## config.mk

```make
export PLATFORM = sky130hd
export DESIGN_NAME = mem_ctrl
export DESIGN_NICKNAME = d
export VERILOG_FILES = /design/src/rtl/mem_ctrl_pkg.sv /design/src/rtl/mem_ctrl.sv
export SDC_FILE = /design/constraint.sdc
export NUM_CORES = 1
export LEC_CHECK = 0
export CAP_MARGIN = 20
export CORE_MARGIN = 3
export CORE_UTILIZATION = 31
export CTS_CLUSTER_SIZE = 14
export DETAILED_ROUTE_END_ITERATION = 10
export GPL_TIMING_DRIVEN = 0
export HOLD_SLACK_MARGIN = 0.05
export PLACE_DENSITY = 0.58
export REMOVE_ABC_BUFFERS = 1
export SLEW_MARGIN = 20
export SYNTH_ARGS = -nofsm -noshare
export SYNTH_HDL_FRONTEND = slang
export SYNTH_SLANG_ARGS = --single-unit
```

## constraint.sdc

```tcl
create_clock -name clk -period 2.4 [get_ports clk]
set_input_delay 0.24 -clock clk [delete_from_list [all_inputs] [get_ports clk]]
set_output_delay 0.24 -clock clk [all_outputs]
set_load 0.1 [all_outputs]
```

## src/rtl/mem_ctrl_pkg.sv

```systemverilog
// Shared definitions for the memory controller: bus widths, controller
// states, load/store size codes, the default IO window base, and a helper
// that turns a size code into a byte count.
package mem_ctrl_pkg;

  localparam int unsigned ADDR_W  = 32;
  localparam int unsigned INSTR_W = 32;

  localparam logic [ADDR_W-1:0] IO_BASE_DEFAULT = 32'h0003_0000;

  // Load/store size codes; code 11 behaves as a full word.
  localparam logic [1:0] SIZE_B = 2'b00;
  localparam logic [1:0] SIZE_H = 2'b01;
  localparam logic [1:0] SIZE_W = 2'b10;

  typedef enum logic [1:0] {
    IDLE,
    READ,
    WRITE,
    DONE
  } state_t;

  function automatic logic [2:0] nbytes(input logic [1:0] size);
    case (size)
      SIZE_B:  return 3'd1;
      SIZE_H:  return 3'd2;
      default: return 3'd4;
    endcase
  endfunction

endpackage

```

## src/rtl/mem_ctrl.sv

```systemverilog
// Byte-serial memory controller arbitrating an instruction-fetch port and a
// load/store port onto a single 8-bit RAM with one cycle of read latency.
//
// Ports:
//   clk, rst            clock; asynchronous active-low reset
//   rdy                 global enable, low freezes the controller
//   io_buffer_full      IO sink back-pressure for stores at/above IO_BASE
//   ic_req/ic_addr      word fetch request; ic_done/ic_instr completion
//   ls_req/ls_wr/ls_size/ls_addr/ls_wdata
//                       load/store request; ls_done/ls_rdata completion
//   mem_din             RAM read byte (one cycle after mem_a)
//   mem_dout/mem_a/mem_wr
//                       RAM write byte, byte address, write strobe
module mem_ctrl
  import mem_ctrl_pkg::*;
#(
  parameter logic [ADDR_W-1:0] IO_BASE = IO_BASE_DEFAULT
) (
  input  logic               clk,
  input  logic               rst,
  input  logic               rdy,
  input  logic               io_buffer_full,
  input  logic               ic_req,
  input  logic [ADDR_W-1:0]  ic_addr,
  output logic               ic_done,
  output logic [INSTR_W-1:0] ic_instr,
  input  logic               ls_req,
  input  logic               ls_wr,
  input  logic [1:0]         ls_size,
  input  logic [ADDR_W-1:0]  ls_addr,
  input  logic [31:0]        ls_wdata,
  output logic               ls_done,
  output logic [31:0]        ls_rdata,
  input  logic [7:0]         mem_din,
  output logic [7:0]         mem_dout,
  output logic [ADDR_W-1:0]  mem_a,
  output logic               mem_wr
);

  state_t             state, state_nx;
  logic [ADDR_W-1:0]  addr_q;
  logic [1:0]         size_q;
  logic [31:0]        wdata_q;
  logic               is_ls;
  logic [2:0]         cyc;       // read: edges since issue; write: byte index
  logic [31:0]        asm_q;
  logic               restart;   // a read was frozen; re-issue from byte 0

  logic [2:0]         nb;
  logic               io_block;
  logic               rd_last;
  logic               wr_last;
  logic [1:0]         rd_lane;
  logic [1:0]         wr_lane;
  logic [31:0]        rd_word;

  assign nb       = nbytes(size_q);
  assign io_block = (state == WRITE) && (addr_q >= IO_BASE) && io_buffer_full;
  // The byte captured at this edge was addressed two edges ago, so the
  // lane index trails the counter by one.
  assign rd_lane  = 2'(cyc - 3'd1);
  assign wr_lane  = 2'(cyc + 3'd1);
  assign rd_last  = (state == READ) && !restart && (cyc == nb);
  assign wr_last  = (state == WRITE) && !io_block && ((cyc + 3'd1) == nb);

  always_comb begin
    rd_word = asm_q;
    if (cyc != 3'd0) rd_word[{rd_lane, 3'b000} +: 8] = mem_din;
  end

  // State register
  always_ff @(posedge clk or negedge rst) begin
    if (!rst) state <= IDLE;
    else      state <= state_nx;
  end

  // Next-state logic
  always_comb begin
    state_nx = state;
    if (rdy) begin
      case (state)
        IDLE: begin
          if (ls_req)      state_nx = ls_wr ? WRITE : READ;
          else if (ic_req) state_nx = READ;
        end
        READ:    if (rd_last) state_nx = DONE;
        WRITE:   if (wr_last) state_nx = DONE;
        DONE:    state_nx = IDLE;
        default: state_nx = IDLE;
      endcase
    end
  end

  // Outputs; done is gated by rdy so a frozen DONE cycle does not stretch
  // the pulse seen by the requester.
  always_comb begin
    mem_wr  = (state == WRITE) && rdy && !io_block;
    ic_done = (state == DONE) && rdy && !is_ls;
    ls_done = (state == DONE) && rdy && is_ls;
  end

  // Datapath
  always_ff @(posedge clk or negedge rst) begin
    if (!rst) begin
      addr_q   <= '0;
      size_q   <= '0;
      wdata_q  <= '0;
      is_ls    <= 1'b0;
      cyc      <= '0;
      asm_q    <= '0;
      restart  <= 1'b0;
      mem_a    <= '0;
      mem_dout <= '0;
      ic_instr <= '0;
      ls_rdata <= '0;
    end else if (!rdy) begin
      // The RAM keeps answering while frozen, so the read pipeline loses
      // sync; remember to re-issue once the enable returns.
      if (state == READ) restart <= 1'b1;
    end else begin
      case (state)
        IDLE: begin
          if (ls_req) begin
            addr_q   <= ls_addr;
            size_q   <= ls_size;
            wdata_q  <= ls_wdata;
            is_ls    <= 1'b1;
            mem_a    <= ls_addr;
            mem_dout <= ls_wdata[7:0];
            cyc      <= '0;
            asm_q    <= '0;
            restart  <= 1'b0;
          end else if (ic_req) begin
            addr_q   <= ic_addr;
            size_q   <= SIZE_W;
            is_ls    <= 1'b0;
            mem_a    <= ic_addr;
            cyc      <= '0;
            asm_q    <= '0;
            restart  <= 1'b0;
          end
        end
        READ: begin
          if (restart) begin
            restart <= 1'b0;
            mem_a   <= addr_q;
            cyc     <= '0;
            asm_q   <= '0;
          end else begin
            asm_q <= rd_word;
            if (rd_last) begin
              if (is_ls) ls_rdata <= rd_word;
              else       ic_instr <= rd_word;
            end else begin
              cyc <= cyc + 3'd1;
              if ((cyc + 3'd1) < nb) mem_a <= addr_q + ADDR_W'(cyc) + 32'd1;
            end
          end
        end
        WRITE: begin
          if (!io_block && !wr_last) begin
            cyc      <= cyc + 3'd1;
            mem_a    <= addr_q + ADDR_W'(cyc) + 32'd1;
            mem_dout <= wdata_q[{wr_lane, 3'b000} +: 8];
          end
        end
        default: ;
      endcase
    end
  end

endmodule

```

==> out/qor.csv <==
stage,metric,value,unit
timing,RSZ-0062 raised after global routing,yes,
power,Int Power,10.9,mW
grt,total grt overflow,0,
detailed_routing,1st-pass router iterations,8,
floorplan,Die Area,35500,um^2
detailed_routing,Routed WL per cell,18.4,um
logic_synthesis,largest family of logic cells by synthesized area,compound AO/OA/AOI/OAI gates,
cells_and_area,nets,1400,
detailed_routing,met2 wire length,14700,um
cells_and_area,Area growth syn-to-layout,45.8,%
setup_path,CP Class,reg2reg,
logic_synthesis,Yosys reg bits,209,
detailed_routing,via count,8871,
grt,largest net degree at the start of global routing,82,
timing,final slew viol count,0,
timing,Slew @ Worst Pin,1.05,ns
logic_synthesis,ys flop type,dfrtp_1,
setup_path,Crit path depth,12,
power,Net Sw Frac,50.6,%
setup_path,reg2reg path depth,12,
floorplan,core area,32600,um^2
placed_design,Port Buffer Count,219,
detailed_routing,highest metal used,met5,
placed_design,DP Wirelength,21300,um
setup_path,CP Launch Type,flop,
logic_synthesis,post-synthesis mux area share,9.85,%
clocking,clk sinks,209,
placed_design,gpl congestion,0.846,
cells_and_area,ant diodes,0,
logic_synthesis,Netlist cell types,62,
power,Seq pwr share,26.5,%
outcome,status,"finished, violations left",
setup_path,CP Buf/Inv Count,3,
hold_path,HP Class,in2async,
logic_synthesis,Mapped Avg Cell Area,10.1,um^2
floorplan,die height,188,um
setup_path,r2r startpoint,cyc[0],
power,total net switching power,11.2,mW
setup_path,peak per-stage delay on the critical path,0.49,ns
logic_synthesis,mapped cell area,10300,um^2
grt,total track usage,17.1,%
clocking,root buf cell,clkbuf_16,
power,Power Density,1470,nW/um^2
floorplan,Ports,220,
setup_path,reg2reg end,mem_a[18],
outcome,failing checks,negative setup slack,
setup_path,worst setup path start,cyc[0],
floorplan,num rows,66,
setup_path,top cell family by delay on the critical path,simple AND/OR/NAND/NOR gates,
grt,initial antenna violation count,1,
cells_and_area,"most common cell after layout, fill and taps aside",clkdlybuf4s50_1,
detailed_routing,DRC errors left,0,
setup_path,WP data required,2.81,ns
power,Leakage Power,6.35,nW
clocking,clock-pin slew of the registers on the worst-case setup and hold paths,0.06,ns
power,worst vdd rail ir drop,0.964,mV
grt,first-pass GRT wire length,49000,um
placed_design,placed insts,1631,
setup_path,R2R Setup Slk,-0.20,ns
logic_synthesis,post-synthesis xor/xnor area fraction,0.425,%
grt,number of global-route vias before repair,8647,
logic_synthesis,Syn Inst Count,1022,
power,Comb power frac,57.0,%
logic_synthesis,sequential area share after synthesis,50.7,%
cells_and_area,fill cell count,3022,
detailed_routing,Avg Vias per Cell,5.13,
logic_synthesis,Compound-Gate Fraction of Synth Area,19.8,%
detailed_routing,Antenna Nets Post-Route,0,
clocking,clk buf depth,3,
timing,Hold Fails Final Rpt,0,
logic_synthesis,Ys Warns,0,
logic_synthesis,Post-synth EDFFs,0,
floorplan,starting density of the core,31.6,%
setup_path,crit path DAT,3.01,ns
flow_run,Max-Cap Viols,0,
logic_synthesis,Synth Area in Adders,2.26,%
setup_path,Setup crit end,mem_a[18],
timing,minimum clock period,2.60,ns
cells_and_area,most frequent cells in the layout,"clkdlybuf4s50_1, dfrtp_1, nor2_1, a21oi_1, nand2_1",
setup_path,Slowest cell on crit path,dfrtp_4,
clocking,H-tree Lvls,1,
clocking,Inserted Clock Buffers,25,
clocking,TritonCTS clock tree,done,
timing,Max-slew headroom,29.9,%
detailed_routing,final WL,31900,um
cells_and_area,Non-Filler Instances,1729,
logic_synthesis,Async SR Flop Fraction,100,%
detailed_routing,Initial DRC Count,509,
setup_path,CP Max Fanout,7,
timing,post-layout worst setup margin,-0.201,ns
timing,Final setup viols,40,
setup_path,CP Capture Type,flop,
detailed_routing,Met3 Routed Length,1970,um
power,Overall Power,22.1,mW
setup_path,CP cell instances,buf_6 > ha_4 > xor2_2 > ha_1 > nand3_2 > o21ai_4 > nor4b_4 > buf_4 > nand2_8 > buf_12 > and2_4 > a41o_1,
logic_synthesis,simple-gate area share of the yosys netlist,12.9,%
clocking,Worst-Skew Late Latency,0.53,ns
timing,Peak Freq,0.385,GHz
timing,Layout Skew,0.0100,ns
timing,period utilisation layout,108,%
power,clock share of power,16.5,%
cells_and_area,layout cell share with drive strength beyond 1,20.5,%
detailed_routing,Met1 Wirelength,14500,um
floorplan,die width,188,um
synth_stat cells, types with 12 or more instances:
| library cell | count | area (um^2) |
|---|---|---|
| dfrtp_1 | 209 | 5230 |
| nand2_1 | 109 | 409 |
| nor2_1 | 99 | 372 |
| a21oi_1 | 89 | 445 |
| o21ai_0 | 86 | 430 |
| mux2i_1 | 44 | 440 |
| clkbuf_1 | 37 | 139 |
| mux2_2 | 35 | 394 |
| a22o_1 | 33 | 289 |
| a22oi_1 | 32 | 240 |
| nand3_1 | 24 | 120 |
| inv_1 | 19 | 71.3 |
| ha_1 | 17 | 213 |
| a21o_1 | 15 | 113 |
| buf_1 | 15 | 56.3 |
| buf_2 | 14 | 70.1 |
| nand4_1 | 12 | 75.1 |
per-layer routing:
| layer | track usage, % | vias up |
|---|---|---|
| met4 | 3.95 | 2 |
| met3 | 3.35 | 45 |
| met5 | 0 | - |
| met1 | 24.1 | 4354 |
| li1 | - | 4207 |
| met2 | 27.2 | 263 |
what timing repair did:
| action | in CTS | in global routing |
|---|---|---|
| setup endpoints to repair | 144 | 138 |
| buffers inserted | 20 | 23 |
| resized for setup | 102 | 80 |
| pin swaps | 15 | 35 |
| hold buffers | 1 | 0 |
| gates cloned | 4 | 5 |
| endpoints found under the hold margin | 53 | 0 |
power groups by stage:
| stage | Clock, mW | Sequential (mW) | Combinational (mW) |
|---|---|---|---|
| finish | 3.66 | 5.86 | 12.6 |
| global route | 3.90 | 6.04 | 13.4 |
| CTS | 3.78 | 5.78 | 12.0 |
| detailed placement | 0 | 5.80 | 11.0 |
| global placement | 0 | 5.77 | 10.8 |
| floorplan | 0 | 9.93 | 3.64 |
worst register-to-register path: cells and delay by family, from the launching register on:
kind                     cells  cell delay (ns)
XOR/XNOR                     1             0.14
buffers and inverters        3             0.50
AO/OA/AOI/OAI                2             0.29
flip-flops                   1             0.49
AND/OR/NAND/NOR              4             0.61
adder cells (fa/ha/maj)      2             0.47
kinds of logic (layout without fill, tap and decap cells):
kind of cell | Yosys count | in the layout
flops | 209 | 209
compound gates | 320 | 320
mux | 87 | 87
fa+ha+maj | 18 | 18
simple gates | 290 | 291
buf+inv | 93 | 357
xor+xnor | 5 | 5
flip-flops by register name (all words and copies together) (netlist names), 2 cells and up:
register / count
size_q: 2
mem_a: 32
cyc: 3
state: 2
addr_q: 32
asm_q: 32
ls_rdata: 32
mem_dout: 8
wdata_q: 32
ic_instr: 32
through the flow:
step,worst slack [ns],hold WS [ns],util (%),area (um^2),TNS [ns]
after detailed placement,-2.34,0.197,39.9,13000,-211.64
after floorplan,-2.31,-0.0556,-,9970,-133.16
after global placement,-8.13,0.462,39.0,12700,-2243.35
after global routing,-0.312,0.276,46.1,15000,-14.51
final,-0.201,0.240,46.1,15000,-5.16
after CTS,-0.256,0.233,44.3,14400,-9.04
layout make-up:
class	instances	area, um^2	share of cell area, %
inverter	20	87.6	0.583
clock inverter	13	103	0.683
clock buffer	32	692	4.61
tap	442	553	3.68
timing repair buffer	292	3080	20.5
sequential	209	5240	34.9
multi-input combinational	721	5270	35.1
worst min-delay path by stage:
stage	depth (start not counted)	slack, ns	endpoint
floorplan	0	-0.06	addr_q[0]
finish	2	0.24	mem_a[5]
global placement	1	0.46	mem_a[13]
CTS	2	0.23	ls_rdata[31]
global route	2	0.28	mem_a[4]
detailed placement	1	0.20	mem_a[5]
Power figures use the tool's default switching activity.
